--- src/rtl/johnson_seq_ctrl.sv ---
// Run/stop/step sequencer for a 4-bit Johnson counter: prescaled advance strobes, illegal-state recovery, cycle count.
// Every output is registered one edge after the deciding inputs; requests are single-cycle pulses with no backpressure.
module johnson_seq_ctrl #(
    parameter int TICK_DIV = 25_000_000,
    parameter int CYCLE_W  = 16
) (
    input  logic               CLOCK_50,
    input  logic               reset,
    input  logic               start,
    input  logic               stop,
    input  logic               step,
    input  logic               dir,
    input  logic [3:0]         q,
    output logic               cnt_en,
    output logic               cnt_dir,
    output logic               cnt_clr,
    output logic               busy,
    output logic               fault,
    output logic [CYCLE_W-1:0] cycles
);

    localparam int            PW     = $clog2(TICK_DIV);
    localparam logic [PW-1:0] P_LAST = PW'(TICK_DIV - 1);
    localparam logic [PW-1:0] P_TICK = PW'(TICK_DIV - 2);

    typedef enum logic [1:0] {S_IDLE = 2'd0, S_RUN = 2'd1, S_FAULT = 2'd2} state_t;

    state_t        r_state, w_state_nxt;
    logic [PW-1:0] r_presc, w_presc_nxt;
    logic [3:0]    r_q_prev;
    logic          r_clr_d;
    logic          w_legal, w_illegal, w_start_acc, w_step_acc, w_tick;
    logic          w_en_nxt, w_dir_nxt, w_clr_nxt, w_busy_nxt, w_fault_nxt, w_cycle_done;

    always_comb begin
        case (q)
            4'b0000, 4'b0001, 4'b0011, 4'b0111,
            4'b1111, 4'b1110, 4'b1100, 4'b1000: w_legal = 1'b1;
            default:                            w_legal = 1'b0;
        endcase
    end

    // While the clear strobe is out the counter has not loaded yet, so q is not judged.
    assign w_illegal = !w_legal && !cnt_clr;

    always_ff @(posedge CLOCK_50) begin
        if (reset) begin
            r_state <= S_IDLE;
        end else begin
            r_state <= w_state_nxt;
        end
    end

    always_comb begin
        w_state_nxt = r_state;
        if (w_illegal) begin
            w_state_nxt = S_FAULT;
        end else begin
            case (r_state)
                S_IDLE:  if (start && !stop) w_state_nxt = S_RUN;
                S_RUN:   if (stop) w_state_nxt = S_IDLE;
                default: w_state_nxt = S_IDLE;
            endcase
        end
    end

    always_comb begin
        w_start_acc  = (r_state == S_IDLE) && !w_illegal && start && !stop;
        w_step_acc   = (r_state == S_IDLE) && !w_illegal && step && !start && !stop;
        // Strobe is registered, so it is decided one count before the wrap to land on it.
        w_tick       = (r_state == S_RUN) && !w_illegal && !stop && (r_presc == P_TICK);
        w_en_nxt     = w_step_acc || w_tick;
        w_dir_nxt    = w_en_nxt ? dir : cnt_dir;
        w_clr_nxt    = (w_state_nxt == S_FAULT);
        w_busy_nxt   = (w_state_nxt != S_IDLE);
        w_fault_nxt  = fault;
        if (w_clr_nxt) begin
            w_fault_nxt = 1'b1;
        end else if (w_start_acc) begin
            w_fault_nxt = 1'b0;
        end
        w_presc_nxt = '0;
        if ((r_state == S_RUN) && (r_presc != P_LAST)) begin
            w_presc_nxt = r_presc + 1'b1;
        end
        w_cycle_done = (q == 4'b0000) && (r_q_prev != 4'b0000) && !r_clr_d;
    end

    always_ff @(posedge CLOCK_50) begin
        if (reset) begin
            cnt_en   <= 1'b0;
            cnt_dir  <= 1'b0;
            cnt_clr  <= 1'b0;
            busy     <= 1'b0;
            fault    <= 1'b0;
            cycles   <= '0;
            r_presc  <= '0;
            r_q_prev <= 4'b0000;
            r_clr_d  <= 1'b0;
        end else begin
            cnt_en   <= w_en_nxt;
            cnt_dir  <= w_dir_nxt;
            cnt_clr  <= w_clr_nxt;
            busy     <= w_busy_nxt;
            fault    <= w_fault_nxt;
            r_presc  <= w_presc_nxt;
            r_q_prev <= q;
            r_clr_d  <= cnt_clr;
            if (w_cycle_done) begin
                cycles <= cycles + 1'b1;
            end
        end
    end

endmodule
--- config.mk ---
export PLATFORM = sky130hd
export DESIGN_NAME = johnson_seq_ctrl
export DESIGN_NICKNAME = d
export VERILOG_FILES = /design/src/rtl/johnson_seq_ctrl.sv
export SDC_FILE = /design/constraint.sdc
export NUM_CORES = 1
export LEC_CHECK = 0
export CAP_MARGIN = 20
export CORE_MARGIN = 5
export CORE_UTILIZATION = 37
export CTS_BUF_LIST = sky130_fd_sc_hd__clkbuf_4
export DETAILED_ROUTE_END_ITERATION = 12
export HOLD_SLACK_MARGIN = 0.03
export PLACE_DENSITY = 0.6
export SLEW_MARGIN = 20
export SYNTH_ARGS = -nofsm -noshare
export SYNTH_HDL_FRONTEND = slang
export SYNTH_SLANG_ARGS = --single-unit
--- constraint.sdc ---
create_clock -name CLOCK_50 -period 1.9 [get_ports CLOCK_50]
set_input_delay 0.19 -clock CLOCK_50 [delete_from_list [all_inputs] [get_ports CLOCK_50]]
set_output_delay 0.19 -clock CLOCK_50 [all_outputs]
set_load 0.01 [all_outputs]
==> results.json <==
{
  "fillers": 589,
  "rsz0062_at_grt": "no",
  "timing.fmax_mhz": 552,
  "synth_area_sq_um": 2290,
  "power_density_nw_per_um2": 577,
  "die_h_um": 88.6,
  "syn_to_final_growth_pct": 31.5,
  "grt_overflow": 0,
  "die_w_um": 88.6,
  "cp-start-kind": "input pin",
  "p_sw_uw": 410,
  "p_int_uw": 1320,
  "avgViaCountPerCell": 4.91,
  "final_cell_mix": "50 x dfxtp_1, 45 x nor2_1, 33 x buf_4",
  "arrival_ns": 2.14,
  "drt-initial-drc-count": 109,
  "ys_seq_elements": 53,
  "grt_start_max_net_pins": 28,
  "hold_class": "input pin to flip-flop",
  "vdd_drop_max_mv": 0.281,
  "tightest_slew_ns": 0.539,
  "ios": 31,
  "hold_ws_ns": 0.162,
  "p_seq_frac": 0.655,
  "clock_path_buffers": 2,
  "finalSetupViolCount": 0,
  "dp.cells": 392,
  "setup_tns_ns": 0,
  "finalMaxSlewViolations": 0,
  "vias": 1963,
  "cts-root-buf": "clkbuf_4",
  "slew_headroom": 0.639,
  "synthCells": 260,
  "switching_share": 0.237,
  "synth.top_cell.area_share": 0.464,
  "clock-sinks": 53,
  "die-area_sq_um": 7850,
  "ys_top_cells_by_area": "dfxtp_1 46%, xor2_1 8.8%, nor2_1 7.4%",
  "clkPwrFrac": 0.284,
  "hold_buffers": 0,
  "place_congestion": 0.815,
  "nets": 338,
  "status": "finished clean",
  "power_frac_comb": 0.061,
  "worstPathMaxFanout": 3,
  "final_common_cell": "dfxtp_1",
  "wirelength_um": 4910,
  "cts_buffers": 5,
  "initial_core_util": 0.384,
  "synth_edf_count": 0,
  "num_rows": 28,
  "dr.pass1.iters": 4,
  "drive_gt1_frac": 0.172,
  "syn_nets": 273,
  "yosys_warnings": 0,
  "cts_tree": "yes",
  "power_uw": 1730,
  "ys_seq_area_frac": 0.464,
  "worstPathRequired_ns": 2.23,
  "diodes": 0,
  "synth-main-ff-cell": "dfxtp_1",
  "synth_cell_type_count": 36,
  "cp-end-kind": "flip-flop",
  "yosysTopAreaCell": "dfxtp_1",
  "synthArstFlopShare": 0,
  "io_buffers": 30,
  "clk_latency_ns": 0.38,
  "grt_pass1_wl_um": 8100,
  "finClkSkew_ns": 0.0201,
  "drv_cap": 0,
  "final_antenna_net_count": 0,
  "design_area_sq_um": 3010,
  "first_global_vias": 1757,
  "post-route-period-util": 0.953,
  "critPathKind": "input pin to flip-flop",
  "hold_depth": 2,
  "postPlaceCellArea_sq_um": 2920,
  "hpwlAfterDp_um": 3680,
  "instances_no_fill": 400,
  "hold_violations": 0,
  "rr_worst_depth": 5,
  "cts.htree.levels": 2,
  "wl_per_cell_um": 12.3,
  "grt_antenna_before_repair": 0,
  "synth.avg_cell_area_sq_um": 8.79,
  "core-area_sq_um": 5960,
  "grt_usage": 0.133,
  "drc": 0,
  "p_leak_uw": 0.00110,
  "clk_pin_slew_worst_paths_ns": 0.15,
  "min_period_ns": 1.81
}
==> what timing repair did <==
item	4_1_cts	5_1_grt
pin swaps	1	2
endpoints found under the setup margin	2	13
setup buffers	0	1
endpoints found under the hold margin	0	0
resized for setup	2	7
==> cells by family (layout without fill, tap and decap cells) <==
group | after synthesis | after routing | synth area share
mux | 3 | 3 | 0.0131
compound gates | 22 | 22 | 0.0575
fa+ha+maj | 3 | 3 | 0.0164
buf+inv | 12 | 77 | 0.0208
flops | 53 | 53 | 0.464
simple gates | 137 | 137 | 0.313
xor+xnor | 30 | 30 | 0.115
==> worst max-delay path, stage by stage <==
cell             delay, ns
clkdlybuf4s50_1       0.43
or4_4                 0.56
nor4_4                0.36
nand3_2               0.11
or3_1                 0.35
a21oi_1               0.14
==> per-layer routing <==
| metal | global-route usage | part of all wire |
|---|---|---|
| met5 | 0 | 0 |
| met4 | 0.0495 | 0.017 |
| met3 | 0.0307 | 0.039 |
| met2 | 0.207 | 0.46 |
| met1 | 0.179 | 0.49 |
==> final cells by class <==
type                            count  area (sq um)  area share
Timing Repair Buffer               64           571       0.190
Inverter                            6          22.5     0.00749
Clock inverter                      2          13.8     0.00458
Sequential cell                    53          1060       0.354
Clock buffer                        5          37.5      0.0125
Multi-Input combinational cell    195          1200       0.400
Tap cell                           75          93.8      0.0312
==> synthesized netlist by cell type, types with 2 or more instances <==
cell type	instances
ha_1	3
o21ai_1	2
nor2_1	45
nand2_1	27
a21oi_1	8
nand3_1	16
mux2i_1	3
dfxtp_1	53
o21ai_0	3
or3_1	8
xnor2_1	7
nor4_4	2
nor4_1	3
xor2_1	23
and3_1	6
or4_1	2
buf_2	2
nor4_2	2
a31oi_1	4
nand3_2	2
clkbuf_1	4
nor3_1	5
nor2b_1	3
nand4_1	10
inv_1	6
==> worst paths after layout <==
path                 end  slack [ns]    start
max           cycles[15]        0.09     q[1]
min          r_q_prev[2]        0.16     q[2]
max reg2reg   cycles[15]        0.10  r_clr_d
min reg2reg        fault        0.47    fault
==> flip-flops by register name, summed over array words and instances (netlist names) <==
register  count
r_state       2
cnt_en        1
r_presc      25
r_q_prev      4
fault         1
busy          1
r_clr_d       1
cnt_dir       1
cycles       16
cnt_clr       1
==> power by group through the flow <==
stage	Sequential (uW)	Combinational (uW)	Clock, uW
after global routing	1140	116	570
after CTS	1140	108	527
after global placement	1160	107	0
after detailed placement	1160	108	0
final	1140	106	492
after floorplan	1160	43.5	0
==> metrics by stage <==
step	setup WS, ns	utilization
floorplan	0.0515	-
global placement	-0.391	0.489
detailed placement	-0.412	0.489
CTS	0.0270	0.500
global route	0.00338	0.505
finish	0.0899	0.505
Power figures use the tool's default switching activity.
